File: config.mk
export PLATFORM = sky130hd
export DESIGN_NAME = one_unit_iter_controller
export DESIGN_NICKNAME = d
export VERILOG_FILES = /design/src/rtl/one_unit_iter_controller.sv
export SDC_FILE = /design/constraint.sdc
export NUM_CORES = 1
export LEC_CHECK = 0
export CAP_MARGIN = 20
export CORE_UTILIZATION = 56
export CTS_CLUSTER_DIAMETER = 120
export DETAILED_ROUTE_END_ITERATION = 6
export DONT_BUFFER_PORTS = 1
export GPL_TIMING_DRIVEN = 0
export PLACE_DENSITY = 0.74
export SLEW_MARGIN = 40
export SYNTH_ARGS = -nofsm -noshare
export SYNTH_HDL_FRONTEND = slang
export SYNTH_SLANG_ARGS = --single-unit
File: constraint.sdc
create_clock -name clk_fast -period 1.7 [get_ports clk_fast]
set_input_delay 0.34 -clock clk_fast [delete_from_list [all_inputs] [get_ports clk_fast]]
set_output_delay 0.34 -clock clk_fast [all_outputs]
set_load 0.02 [all_outputs]
File: src/rtl/one_unit_iter_controller.sv
// Outer-loop sequencer for one-unit FastICA: per component runs weight init, then
// fast pass / decorrelation / convergence check until converged or MAX_ITER passes, then stores.
module one_unit_iter_controller #(
    parameter int N_COMP   = 4,
    parameter int COMP_W   = 2,
    parameter int MAX_ITER = 100
) (
    input  logic              clk_fast,
    input  logic              rst,
    input  logic              start,
    input  logic              fast_busy,
    input  logic              decor_done,
    input  logic              conv_valid,
    input  logic              conv_ok,
    output logic              go_fast,
    output logic              en_winit,
    output logic              en_decor,
    output logic              en_conv,
    output logic              en_store,
    output logic              store_timeout,
    output logic [COMP_W-1:0] comp_idx,
    output logic [7:0]        iter_cnt,
    output logic              busy,
    output logic              done
);

    typedef enum logic [3:0] {
        S_IDLE,
        S_WINIT,
        S_FAST,
        S_FAST_END,
        S_DECOR_REQ,
        S_DECOR_WAIT,
        S_CONV_REQ,
        S_CONV_WAIT,
        S_STORE,
        S_DONE
    } state_t;

    localparam logic [7:0]        LAST_ITER = 8'(MAX_ITER - 1);
    localparam logic [COMP_W-1:0] LAST_COMP = COMP_W'(N_COMP - 1);

    state_t            state_q, state_d;
    logic [COMP_W-1:0] comp_idx_q, comp_idx_d;
    logic [7:0]        iter_cnt_q, iter_cnt_d;
    logic              seen_busy_q, seen_busy_d;
    logic              tmo_q, tmo_d;

    always_comb begin
        state_d     = state_q;
        comp_idx_d  = comp_idx_q;
        iter_cnt_d  = iter_cnt_q;
        seen_busy_d = seen_busy_q;
        tmo_d       = tmo_q;
        case (state_q)
            S_IDLE: begin
                if (start) begin
                    state_d    = S_WINIT;
                    comp_idx_d = '0;
                    iter_cnt_d = '0;
                end
            end
            S_WINIT: begin
                state_d     = S_FAST;
                seen_busy_d = 1'b0;
            end
            S_FAST: begin
                // The fast controller spends a cycle in INIT with busy low; only a
                // falling busy after it was seen high marks the end of a pass.
                seen_busy_d = seen_busy_q | fast_busy;
                if (seen_busy_q && !fast_busy) begin
                    state_d = S_FAST_END;
                end
            end
            S_FAST_END:   state_d = S_DECOR_REQ;
            S_DECOR_REQ:  state_d = S_DECOR_WAIT;
            S_DECOR_WAIT: begin
                if (decor_done) begin
                    state_d = S_CONV_REQ;
                end
            end
            S_CONV_REQ:   state_d = S_CONV_WAIT;
            S_CONV_WAIT: begin
                if (conv_valid) begin
                    if (conv_ok || (iter_cnt_q == LAST_ITER)) begin
                        state_d = S_STORE;
                        tmo_d   = ~conv_ok;
                    end else begin
                        state_d     = S_FAST;
                        iter_cnt_d  = iter_cnt_q + 8'd1;
                        seen_busy_d = 1'b0;
                    end
                end
            end
            S_STORE: begin
                iter_cnt_d = '0;
                if (comp_idx_q == LAST_COMP) begin
                    state_d = S_DONE;
                end else begin
                    state_d    = S_WINIT;
                    comp_idx_d = comp_idx_q + 1'b1;
                end
            end
            S_DONE:  state_d = S_IDLE;
            default: state_d = S_IDLE;
        endcase
    end

    always_ff @(posedge clk_fast) begin
        if (rst) begin
            state_q     <= S_IDLE;
            comp_idx_q  <= '0;
            iter_cnt_q  <= '0;
            seen_busy_q <= 1'b0;
            tmo_q       <= 1'b0;
        end else begin
            state_q     <= state_d;
            comp_idx_q  <= comp_idx_d;
            iter_cnt_q  <= iter_cnt_d;
            seen_busy_q <= seen_busy_d;
            tmo_q       <= tmo_d;
        end
    end

    // Outputs depend only on registered state, so they are clean for the cycle.
    assign go_fast       = (state_q == S_FAST);
    assign en_winit      = (state_q == S_WINIT);
    assign en_decor      = (state_q == S_DECOR_REQ);
    assign en_conv       = (state_q == S_CONV_REQ);
    assign en_store      = (state_q == S_STORE);
    assign store_timeout = (state_q == S_STORE) && tmo_q;
    assign busy          = (state_q != S_IDLE);
    assign done          = (state_q == S_DONE);
    assign comp_idx      = comp_idx_q;
    assign iter_cnt      = iter_cnt_q;

endmodule

==> results of run 1 <==
-- report_power, final --
part / internal (uW) / switching [uW]
Clock: 131 / 143
Sequential: 416 / 42.8
Combinational: 839 / 883
Total: 1390 / 1070
-- cell type report --
cell class	count	area [um2]
fill	81	201.4
timing repair buffer	25	214.0
buffer	10	125.1
sequential	16	344.1
clock buffer	4	36.28
tap	27	33.78
inverter	2	7.507
multi-input combinational	114	1060
-- stage by stage --
step | worst slack (ns) | power (uW)
after floorplan | -0.1075 | 1174
after global placement | -0.2362 | 1302
after detailed placement | -0.2609 | 1330
after CTS | -0.06094 | 1981
after global routing | -0.2083 | 2528
final | -0.2237 | 2456
-- Yosys cell counts (all sizes together) (2+ instances only) --
cell type  count
clkbuf         8
and3           3
nand2          4
o21ai          6
ha             2
o211ai         4
or3            2
or4            3
buf            5
a311oi         4
dfxtp         16
nor4bb         3
nor2b          2
a211oi         2
nor3           5
nand3b         2
nor2           7
a22oi          2
and2           4
and4           2
nand2b         9
inv            2
a21oi         15
a2111o         2
nand4b         2
nor3b          2
nand3          4
nor4b          4
or2            2
a221oi         4
o32ai          2
-- sequential cells by signal, indices dropped and copies added (netlist names) --
name,cells
iter_cnt,8
comp_idx,2
seen_busy_q,1
state_q,4
tmo_q,1
-- final timing paths --
kind | cells past startpoint | slack [ns] | endpoint
worst max-delay path | 4 | -0.22 | iter_cnt[4]$_SDFFE_PP0P_
worst min-delay path | 1 | 0.12 | tmo_q$_SDFFE_PP0P_
worst max register to register | 4 | -0.22 | iter_cnt[4]$_SDFFE_PP0P_
worst min register to register | 2 | 0.51 | seen_busy_q$_SDFFE_PP0P_
-- what timing repair did --
action / CTS / global route
pin swaps: 8 / 14
endpoints found under the setup margin: 21 / 22
gates resized for setup: 34 / 31
buffers inserted: 9 / 12
hold endpoints to repair: 0 / 0
gates cloned: 3 / 1
-- cell usage in the layout, fill, tap and decap left out, types with 3 or more instances in the layout --
cell and instances:
sky130_fd_sc_hd__clkbuf_1 3, sky130_fd_sc_hd__clkbuf_16 3, sky130_fd_sc_hd__nand2b_1 9, sky130_fd_sc_hd__dfxtp_4 4, sky130_fd_sc_hd__buf_4 18, sky130_fd_sc_hd__o211ai_1 4, sky130_fd_sc_hd__nand2_1 4, sky130_fd_sc_hd__a21oi_1 13
sky130_fd_sc_hd__nor3_1 3, sky130_fd_sc_hd__a221oi_2 4, sky130_fd_sc_hd__clkbuf_4 4, sky130_fd_sc_hd__dfxtp_1 5, sky130_fd_sc_hd__dfxtp_2 7, sky130_fd_sc_hd__nand3_1 4, sky130_fd_sc_hd__buf_6 5, sky130_fd_sc_hd__nor2_1 7
sky130_fd_sc_hd__nor4b_4 3, sky130_fd_sc_hd__o21ai_0 5
-- per-layer routing --
| metal | track usage, % | vias up | share of wire (%) |
|---|---|---|---|
| met5 | 0 | - | 0 |
| met4 | 10.29 | 0 | 6.7 |
| met3 | 8.100 | 49 | 11 |
| met2 | 59.59 | 162 | 45 |
| met1 | 42.34 | 710 | 37 |
| li1 | - | 623 | - |
-- logic make-up after synthesis --
logic type,after synthesis,synth area share [%]
buf+inv,15,5.948
compound gates,47,29.03
simple gates,62,34.47
mux,2,2.016
xor+xnor,1,0.7058
fa+ha+maj,2,2.016
flops,16,25.81
==> results_tabular.tex, run 1 <==
\begin{tabular}{lr}
\hline
Metric & Value \\
\hline
\multicolumn{2}{l}{\textbf{Setup path}} \\
Critical Path Start Type & register \\
Data required, critical path & 1.87 ns \\
Beginning of the worst register-to-register path & iter\_cnt[6]\$\_SDFFE\_PP0P\_ \\
Bufs and invs on worst path & 0 \\
Crit end category & register \\
Critical path arrival & 2.09 ns \\
CP startpoint & iter\_cnt[6]\$\_SDFFE\_PP0P\_ \\
Slowest stage cell, crit path & sky130\_fd\_sc\_hd\_\_a311o\_2 \\
Critical Path Fanout Max & 7 \\
Slowest cell delay on critical path & 0.49 ns \\
Class of the most critical setup path & reg -> reg \\
Top Family by Delay on Critical Path & compound AO/OA/AOI/OAI gates \\
Chain of cells forming the critical path & and2\_2, a311o\_2, a311oi\_1, a21oi\_1 \\
\multicolumn{2}{l}{\textbf{Floorplan}} \\
Total number of placement rows & 16 \\
Area enclosed by the die boundary & 2409 um2 \\
Overall die height & 49.08 um \\
CORE AREA & 2022 um2 \\
Initial Util & 61.39\% \\
Die Span X & 49.08 um \\
Number of top-level design ports & 25 \\
\multicolumn{2}{l}{\textbf{Timing}} \\
Time the final worst path needs with I/O delays and setup & 1.924 ns \\
Tightest slew margin relative to the limit & 61.42\% \\
Setup repair after global routing missed its margin & true \\
Maximum clock skew at final layout & 0.01420 ns \\
Ratio of final minimum period to clock period & 113.2\% \\
Fmax & 519.8 MHz \\
Final setup violation count & 21 \\
Final Max Tran Viols & 0 \\
Slack of the critical path & -0.2237 ns \\
Pin slew with the least headroom to its limit & 0.5763 ns \\
Post-Route Hold Slack & 0.1178 ns \\
Final Hold Viols & 0 \\
Setup TNS Final & -1.183 ns \\
\multicolumn{2}{l}{\textbf{Drt}} \\
Detailed Routing Iterations Pass 1 & 5 \\
Final antenna-violating net count & 0 \\
Detailed-route via count & 1544 \\
DRC & 0 \\
Drt via density & 7.798 \\
Final routed wirelength across all metal layers & 5175 um \\
Violation count after the first detailed-route iteration & 134 \\
WL per Instance & 26.14 um \\
\multicolumn{2}{l}{\textbf{Pwr}} \\
Power per cell area & 1349 nW/um2 \\
Largest vdd supply drop & 1376 uV \\
Leakage power figure & 0.0006608 uW \\
\multicolumn{2}{l}{\textbf{CTS}} \\
Num Clock Sinks & 16 \\
TritonCTS clock tree & built \\
Clock buffers created by TritonCTS & 3 \\
Number of levels the H-tree was split into & 1 \\
Latest clock arrival within the worst-skew pair & 0.31 ns \\
Worst-case clock buffer depth & 2 \\
Buffer type at the clock tree root & sky130\_fd\_sc\_hd\_\_clkbuf\_4 \\
\# hold bufs at CTS & 0 \\
Clock transition at the register clock pins on the worst setup and hold paths after CTS & 0.11 ns \\
\multicolumn{2}{l}{\textbf{Synthesis}} \\
Mean instance size in the synthesized netlist & 8.560 um2 \\
Leading register cell type out of synthesis & sky130\_fd\_sc\_hd\_\_dfxtp\_1 \\
Ranking of synthesized cells by area & sky130\_fd\_sc\_hd\_\_dfxtp\_1 26\%, sky130\_fd\_sc\_hd\_\_a21oi\_1 5.2\%, sky130\_fd\_sc\_hd\_\_nand2b\_1 4.5\%, sky130\_fd\_sc\_hd\_\_a221oi\_1 2.8\%, sky130\_fd\_sc\_hd\_\_nor4b\_1 2.8\% \\
Number of unique standard cell types used by synthesis & 51 \\
Syn nets & 154 \\
Gate count after technology mapping & 145 \\
Sequential element share of the synthesized area & 25.81\% \\
Post-synth top area share & 25.81\% \\
FFs w/ async S/R, synth & 0\% \\
Cell type with the highest aggregate area in the netlist & sky130\_fd\_sc\_hd\_\_dfxtp\_1 \\
EDFF count, synth & 0 \\
Number of register bits inferred by synthesis & 16 \\
Syn. warnings & 0 \\
Netlist Area Pre-Place & 1241 um2 \\
\multicolumn{2}{l}{\textbf{Flow run}} \\
Max-cap check violation count & 0 \\
\multicolumn{2}{l}{\textbf{Cells and area}} \\
Layout cells sized above 1 & 49.71\% \\
Antenna fix cells & 0 \\
Final instance count without filler cells & 198 \\
Area added between synthesis and finish & 46.67\% \\
Post-route cell area & 1821 um2 \\
Number of nets in the layout & 181 \\
Core Util, Final & 90.04\% \\
\multicolumn{2}{l}{\textbf{Place}} \\
Detailed placer's ending HPWL & 2191 um \\
Cell area reported after detailed placement & 1330 um2 \\
Count of input and output buffers & 0 \\
Placed cell count & 172 \\
Routability-driven placement congestion ratio & 0.8563 \\
\multicolumn{2}{l}{\textbf{Status}} \\
Outcome & complete, but fails checks \\
Violated checks & setup timing \\
\multicolumn{2}{l}{\textbf{GRT}} \\
Pin count of the biggest net entering global routing & 11 \\
Number of antenna violations at the first check in global routing & 0 \\
Total overflow reported by the global router & 0 \\
Vias in the first global route & 1292 \\
Wire length of the first global-routing pass & 6479 um \\
Aggregate global-route resource usage & 34.64\% \\
\multicolumn{2}{l}{\textbf{Worst hold path}} \\
Path type of the worst min-delay path & in -> reg \\
Startpoint of the lowest-slack hold path & conv\_ok \\
\hline
\end{tabular}
(Power assumes the default switching activity.)
==> run 2, diff against run 1 <==
--- a/config.mk
+++ b/config.mk
@@ -7,7 +7,7 @@
 export LEC_CHECK = 0
 export CAP_MARGIN = 20
 export CORE_UTILIZATION = 56
-export CTS_CLUSTER_DIAMETER = 120
+export CTS_CLUSTER_DIAMETER = 80
 export DETAILED_ROUTE_END_ITERATION = 6
 export DONT_BUFFER_PORTS = 1
 export GPL_TIMING_DRIVEN = 0
==> constraint.sdc (replaced) <==
create_clock -name clk_fast -period 1.6 [get_ports clk_fast]
set_input_delay 0.32 -clock clk_fast [delete_from_list [all_inputs] [get_ports clk_fast]]
set_output_delay 0.32 -clock clk_fast [all_outputs]
set_load 0.02 [all_outputs]
==> run 2 against run 1 <==
The run still ends with setup timing left. Via count increased by 0.13%. Register-to-register slack lost 0.10 ns. Wire length increased by 0.73%. First-iteration DRC count decreased by 13%. Power increased by 12%. Sequential cell count is the same. Combinational power increased by 12%. Sequential power up 13%. Global-route usage is 0.54 points higher. Highest routed layer unchanged.
==> results_tabular.tex, run 2 (synthesized netlist as in run 1, its figures left out) <==
\begin{tabular}{lr}
\hline
Metric & Value \\
\hline
\multicolumn{2}{l}{\textbf{Drt}} \\
DRC & 0 (unchanged) \\
Final routed wirelength across all metal layers & 5213 um (was 5175 um) \\
Drt via density & 7.888 (was 7.798) \\
Violation count after the first detailed-route iteration & 117 (was 134) \\
Detailed-route via count & 1546 (was 1544) \\
Detailed Routing Iterations Pass 1 & 5 (unchanged) \\
Final antenna-violating net count & 0 (unchanged) \\
WL per Instance & 26.60 um (was 26.14 um) \\
\multicolumn{2}{l}{\textbf{Pwr}} \\
Leakage power figure & 0.0006676 uW (was 0.0006608 uW) \\
Largest vdd supply drop & 1623 uV (was 1376 uV) \\
Power per cell area & 1473 nW/um2 (was 1349 nW/um2) \\
\multicolumn{2}{l}{\textbf{Setup path}} \\
Data required, critical path & 1.79 ns (was 1.87 ns) \\
Bufs and invs on worst path & 2 (was 0) \\
Class of the most critical setup path & reg -> reg (unchanged) \\
Critical Path Fanout Max & 9 (was 7) \\
Chain of cells forming the critical path & buf\_8, or4\_4, a21oi\_4, buf\_12, a221oi\_2, o31ai\_1 (was and2\_2, a311o\_2, a311oi\_1, a21oi\_1) \\
Slowest cell delay on critical path & 0.55 ns (was 0.49 ns) \\
Crit end category & register (unchanged) \\
Top Family by Delay on Critical Path & compound AO/OA/AOI/OAI gates (unchanged) \\
Critical Path Start Type & register (unchanged) \\
Critical path arrival & 2.11 ns (was 2.09 ns) \\
Slowest stage cell, crit path & sky130\_fd\_sc\_hd\_\_or4\_4 (was sky130\_fd\_sc\_hd\_\_a311o\_2) \\
\multicolumn{2}{l}{\textbf{Cells and area}} \\
Area added between synthesis and finish & 49.90\% (was 46.67\%) \\
Antenna fix cells & 0 (unchanged) \\
Filler cell count in the final layout & 74 (was 81) \\
Layout cells sized above 1 & 50.30\% (was 49.71\%) \\
Leading cell type in the layout, fill and taps excluded & sky130\_fd\_sc\_hd\_\_buf\_4 (unchanged) \\
Number of flip-flops under the largest register name & 8 (unchanged) \\
Final instance count without filler cells & 196 (was 198) \\
Number of nets in the layout & 179 (was 181) \\
Top library cells by usage in the layout, fill and taps aside & 15 x sky130\_fd\_sc\_hd\_\_buf\_4, 13 x sky130\_fd\_sc\_hd\_\_a21oi\_1, 9 x sky130\_fd\_sc\_hd\_\_nand2b\_1 (was 18 x sky130\_fd\_sc\_hd\_\_buf\_4, 13 x sky130\_fd\_sc\_hd\_\_a21oi\_1, 9 x sky130\_fd\_sc\_hd\_\_nand2b\_1) \\
\multicolumn{2}{l}{\textbf{Worst hold path}} \\
Path type of the worst min-delay path & in -> reg (unchanged) \\
\multicolumn{2}{l}{\textbf{Floorplan}} \\
CORE AREA & 2022 um2 (unchanged) \\
Area enclosed by the die boundary & 2409 um2 (unchanged) \\
Number of top-level design ports & 25 (unchanged) \\
Initial Util & 61.39\% (unchanged) \\
Overall die height & 49.08 um (unchanged) \\
Die Span X & 49.08 um (unchanged) \\
Total number of placement rows & 16 (unchanged) \\
\multicolumn{2}{l}{\textbf{Timing}} \\
Fmax & 519.7 MHz (was 519.8 MHz) \\
Tightest slew margin relative to the limit & 56.51\% (was 61.42\%) \\
Maximum clock skew at final layout & 0.0006501 ns (was 0.01420 ns) \\
Ratio of final minimum period to clock period & 120.3\% (was 113.2\%) \\
Pin slew with the least headroom to its limit & 0.6523 ns (was 0.5763 ns) \\
Slack of the critical path & -0.3241 ns (was -0.2237 ns) \\
Final setup violation count & 21 (unchanged) \\
Final Max Tran Viols & 0 (unchanged) \\
Final Hold Viols & 0 (unchanged) \\
Time the final worst path needs with I/O delays and setup & 1.924 ns (about the same) \\
Setup repair after global routing missed its margin & true (unchanged) \\
Post-Route Hold Slack & 0.1147 ns (was 0.1178 ns) \\
\multicolumn{2}{l}{\textbf{Place}} \\
Placed cell count & 172 (unchanged) \\
Detailed placer's ending HPWL & 2161 um (was 2191 um) \\
Routability-driven placement congestion ratio & 0.8721 (was 0.8563) \\
Count of input and output buffers & 0 (unchanged) \\
\multicolumn{2}{l}{\textbf{CTS}} \\
Number of levels the H-tree was split into & 1 (unchanged) \\
\# hold bufs at CTS & 0 (unchanged) \\
TritonCTS clock tree & built (unchanged) \\
Buffer type at the clock tree root & sky130\_fd\_sc\_hd\_\_clkbuf\_4 (unchanged) \\
Latest clock arrival within the worst-skew pair & 0.31 ns (about the same) \\
Num Clock Sinks & 16 (unchanged) \\
Worst-case clock buffer depth & 2 (unchanged) \\
Clock transition at the register clock pins on the worst setup and hold paths after CTS & 0.11 ns (about the same) \\
Clock buffers created by TritonCTS & 3 (unchanged) \\
\multicolumn{2}{l}{\textbf{Status}} \\
Violated checks & setup timing (unchanged) \\
Outcome & complete, but fails checks (unchanged) \\
\multicolumn{2}{l}{\textbf{GRT}} \\
Aggregate global-route resource usage & 35.19\% (was 34.64\%) \\
Wire length of the first global-routing pass & 6382 um (was 6479 um) \\
Total overflow reported by the global router & 0 (unchanged) \\
Pin count of the biggest net entering global routing & 11 (unchanged) \\
Vias in the first global route & 1267 (was 1292) \\
Number of antenna violations at the first check in global routing & 0 (unchanged) \\
\multicolumn{2}{l}{\textbf{Flow run}} \\
Max-cap check violation count & 0 (unchanged) \\
\hline
\end{tabular}
run 2: changes by cell type in the layout (fill, tap and decap cells not counted), sizes merged:
cell / delta
buf: -1
clkbuf: -1
run 2: report_power, final:
| group | switching, uW | internal, uW | leakage [uW] |
|---|---|---|---|
| Sequential | 74.8 | 442 | 0.000137 |
| Combinational | 956 | 972 | 0.000510 |
| Clock | 156 | 139 | 0.0000210 |
run 2: through the flow:
step / setup TNS, ns / util, % / cell area, um2 / total power [uW] / worst slack (ns)
2_1_floorplan: -0.1945 / - / 1309 / 1265 / -0.09673
3_3_place_gp: -2.280 / 66.40 / 1343 / 1403 / -0.2105
3_5_place_dp: -2.667 / 66.40 / 1343 / 1413 / -0.2363
4_1_cts: -1.449 / 83.29 / 1684 / 2232 / -0.1512
5_1_grt: -3.227 / 92.02 / 1861 / 2779 / -0.2654
6_report: -2.686 / 92.02 / 1861 / 2740 / -0.3241
run 2: cell type report:
type	count	area [um2]	area share [%]
Buffer	10	132.6	7.128
Clock buffer	4	36.28	1.950
Inverter	2	7.507	0.4035
Multi-Input combinational cell	114	1075	57.77
Sequential cell	16	350.3	18.83
Tap cell	27	33.78	1.816
Timing Repair Buffer	23	225.2	12.10
run 2: per-layer routing:
layer	part of all wire [%]	vias up	GRT usage [%]
met3	11	58	5.296
met2	43	159	57.99
li1	-	615	-
met5	0	-	0
met4	7.2	0	16.67
met1	39	714	44.47
run 2: final timing paths:
check / slack (ns) / cells past startpoint / to / start
max: -0.32 / 6 / iter_cnt[6]$_SDFFE_PP0P_ / state_q[1]$_SDFFE_PP0P_
min: 0.11 / 1 / tmo_q$_SDFFE_PP0P_ / conv_ok
max reg2reg: -0.32 / 6 / iter_cnt[6]$_SDFFE_PP0P_ / state_q[1]$_SDFFE_PP0P_
min reg2reg: 0.52 / 2 / seen_busy_q$_SDFFE_PP0P_ / seen_busy_q$_SDFFE_PP0P_
run 2: repair_timing:
| action | 4_1_cts | 5_1_grt |
|---|---|---|
| gates resized for setup | 39 | 33 |
| setup buffers | 16 | 5 |
| pin swaps | 16 | 15 |
| gates cloned | 0 | 2 |
| setup endpoints to repair | 22 | 23 |
==> patch 1, RTL diff (flow settings as in run 1) <==
Set the parameter `COMP_W` to 4 (it was 2).
--- a/src/rtl/one_unit_iter_controller.sv
+++ b/src/rtl/one_unit_iter_controller.sv
@@ -4,3 +4,3 @@
     parameter int N_COMP   = 4,
-    parameter int COMP_W   = 2,
+    parameter int COMP_W   = 4,
     parameter int MAX_ITER = 100
Interface: changed (resized comp_idx); port bits go from 25 to 27. The function was not compared with the original's and may differ.
==> patch 1 against run 1 <==
  * The run still ends with negative setup slack left
  * Design area is 18% lower
  * Wire length shrank 44%
  * Non-clock buffer count fell by 15
  * Clock skew fell by 0.010 ns
  * Critical path depth is 1 lower
  * Via count shrank 30%
  * Sequential cell count grew 2
  * Hold slack better by 0.017 ns
  * Setup slack better by 0.090 ns
  * Synthesized area fell by 8.5%
  * Critical path type is now register to primary output
  * Critical endpoint is now store_timeout
Power is not compared: it rests on default switching activity, and its combinational part moved more than twofold at a synthesized area within 25%.
==> patch 1: results (changes against run 1) <==
global_routing:
  grt_first_pass_wirelength_um: 4130  # -36%
  use_met2_pct: 45.3  # -14 points
routing:
  wl_met2_um: 1500  # -35%
  dr.pass1.iters: 4  # -1
  vias: 1080  # -30%
  met3WireLength_um: 158  # -73%
critical_path:
  crit_family: "simple AND/OR/NAND/NOR gates"
  cp_slowest_stage_delay_ns: 0.45  # -0.04 ns
  slowest_stage: "nor4b_4"
synthesis:
  synth_area_leaders: "dfxtp_1 32%, a311oi_2 7.9%, a21oi_1 5.3%"
  synthMuxAreaShare_pct: 0.881  # -1.1 points
  netlist_instances: 130  # -10%
  synth_xor_area_share_pct: 2.31  # +1.6 points
status:
  violations: "negative setup slack"
  status: "finished with violations"
sta:
  setup_slack_ns: -0.134  # +0.0901 ns
  final-setup-viol-count: 11  # -48%
  setup_tns_ns: -0.711  # +0.471 ns
  hold_slack_ns: 0.135  # +0.0173 ns
final_layout:
  drive_gt1_share_pct: 39.9  # -9.8 points
placement:
  postPlaceCellArea_mm2: 0.00120  # -9.5%
  dp_cells: 155  # -9.9%
  dp_hpwl_um: 1730  # -21%
  place_ws_ns: -0.180  # +0.0811 ns
cts:
  post_cts_buffers: 5  # -4
==> patch 1: cell types whose count changed after synthesis, moves of 3 or more <==
cell and delta:
nor2_1 +3, a311oi_2 +6, nand2b_1 -3, o211ai_1 -4, clkbuf_1 -3, a221oi_1 -4
o21ai_0 -4
==> patch 1: worst paths after layout <==
| path | endpoint | depth (start not counted) |
|---|---|---|
| setup reg to reg | iter_cnt[1] | 7 |
| hold reg to reg | tmo_q | 2 |
| hold / removal | tmo_q | 1 |
| setup / recovery | store_timeout | 3 |
==> patch 1: power by group <==
| group | switching [mW] | leakage, nW | internal, mW |
|---|---|---|---|
| Sequential | 0.0366 | 0.151 | 0.438 |
| Clock | 0.142 | 0.0210 | 0.131 |
| Combinational | 0.214 | 0.330 | 0.222 |
| Total | 0.393 | 0.502 | 0.791 |
==> patch 1: final cells by class <==
cell class	count	area [um^2]
timing repair buffer	11	97.6
inverter	4	17.5
tap	25	31.3
multi-input combinational	97	843
clock buffer	4	36.3
fill	118	325
sequential	18	383
buffer	9	86.3
==> patch 2, RTL diff (settings of run 1) <==
Made on the original files. Make the reset (`rst`) asynchronous in one clocked block.
--- a/src/rtl/one_unit_iter_controller.sv
+++ b/src/rtl/one_unit_iter_controller.sv
@@ -108,3 +108,3 @@
 
-    always_ff @(posedge clk_fast) begin
+    always_ff @(posedge clk_fast or posedge rst) begin
         if (rst) begin
Function: differs if rst is asserted again (counterexample within 4 cycles, from zero or initial values and one cycle with rst high); with rst held inactive, the same outputs for 10 cycles.
==> patch 2 against run 1 <==
  * The run still ends with negative setup slack left
  * Setup slack improved by 0.045 ns
  * Wire length down 4.1%
  * Synthesized area fell by 8.7%
  * Sequential cell count unchanged
  * Global-route usage up 4.5 points
  * Clock skew down 0.0098 ns
  * Sequential share of layout area increased by 5.0 points
  * Final cell count fell by 9.6%
  * Total power increased by 40%
  * Design area decreased by 5.8%
  * Critical path type unchanged
  * Largest power group unchanged
==> patch 2: results (changes against run 1) <==
status:
  status: "finished with violations"
  violations: "negative setup slack"
synthesis:
  synth_compound_area_share_pct: 23.7  # -5.3 points
  synth_area_leaders: "dfrtp_1 35%, o22ai_1 3.9%, a211oi_1 3.3%"
  async_flop_share_pct: 100  # +100 points
  synth_cell_types: 48  # -5.9%
  synthMuxAreaShare_pct: 2.65  # +0.63 points
  synth_top_cell_by_area: "dfrtp_1"
  synth_adder_area_share_pct: 2.21  # +0.19 points
  synth_seq_area_share_pct: 35.3  # +9.5 points
final_layout:
  regArea_um2: 410  # +19%
  multi_input_gates: 90  # -21%
  clkCellAreaFrac_pct: 1.53  # -0.46 points
  final_cells: 179  # -9.6%
power_and_ir_drop:
  peakVddDrop_v: 0.00156  # +13%
  seqPwrFrac_pct: 24.3  # +5.6 points
  p_leak_nw: 0.698  # +5.7%
  seq_cell_power_uw: 837  # +82%
  netSwitchingFraction_pct: 49.0  # +5.5 points
global_routing:
  grt_first_pass_wirelength_um: 5880  # -9.3%
sta:
  setup_slack_ns: -0.179  # +0.0448 ns
  slew_headroom_pct: 55.5  # -5.9 points
  final-setup-viol-count: 21  # unchanged
  skew_ns: 0.00436  # -0.00985 ns
routing:
  wl_per_cell_um: 27.7  # +6.0%
placement:
  dp_hpwl_um: 1860  # -15%
critical_path:
  worstPathMaxFanout: 5  # -2
  cp_slowest_stage_delay_ns: 0.51  # +0.02 ns
## patch 2: cell types whose count changed after synthesis, sizes merged, moves of 4 or more
cell / before / now
o22ai: 0 / 7
dfrtp: 0 / 16
nor2: 7 / 3
nand2: 4 / 10
dfxtp: 16 / 0
a21oi: 15 / 6
inv: 2 / 10
a311oi: 4 / 0
nand2b: 9 / 2
clkbuf: 8 / 2
## patch 2: per-layer routing
layer  up-vias  GRT usage, %  wire [um]
met2       160          60.3       2170
met4         0          22.9        353
met3        59          13.1        689
met1       639          47.8       1750
met5         -             0          0
li1        522             -          -
## patch 2: final timing paths
check | start | to | slack (ns) | cells after the start
worst max-delay path | iter_cnt[1] | iter_cnt[6] | -0.18 | 6
max in group asynchronous | rst | iter_cnt[1] | 1.23 | 1
worst min register to register | seen_busy_q | seen_busy_q | 0.52 | 1
worst min-delay path | rst | comp_idx[1] | 0.004 | 1
worst max register to register | iter_cnt[1] | iter_cnt[6] | -0.18 | 6
min in group clk_fast | conv_ok | tmo_q | 0.24 | 2
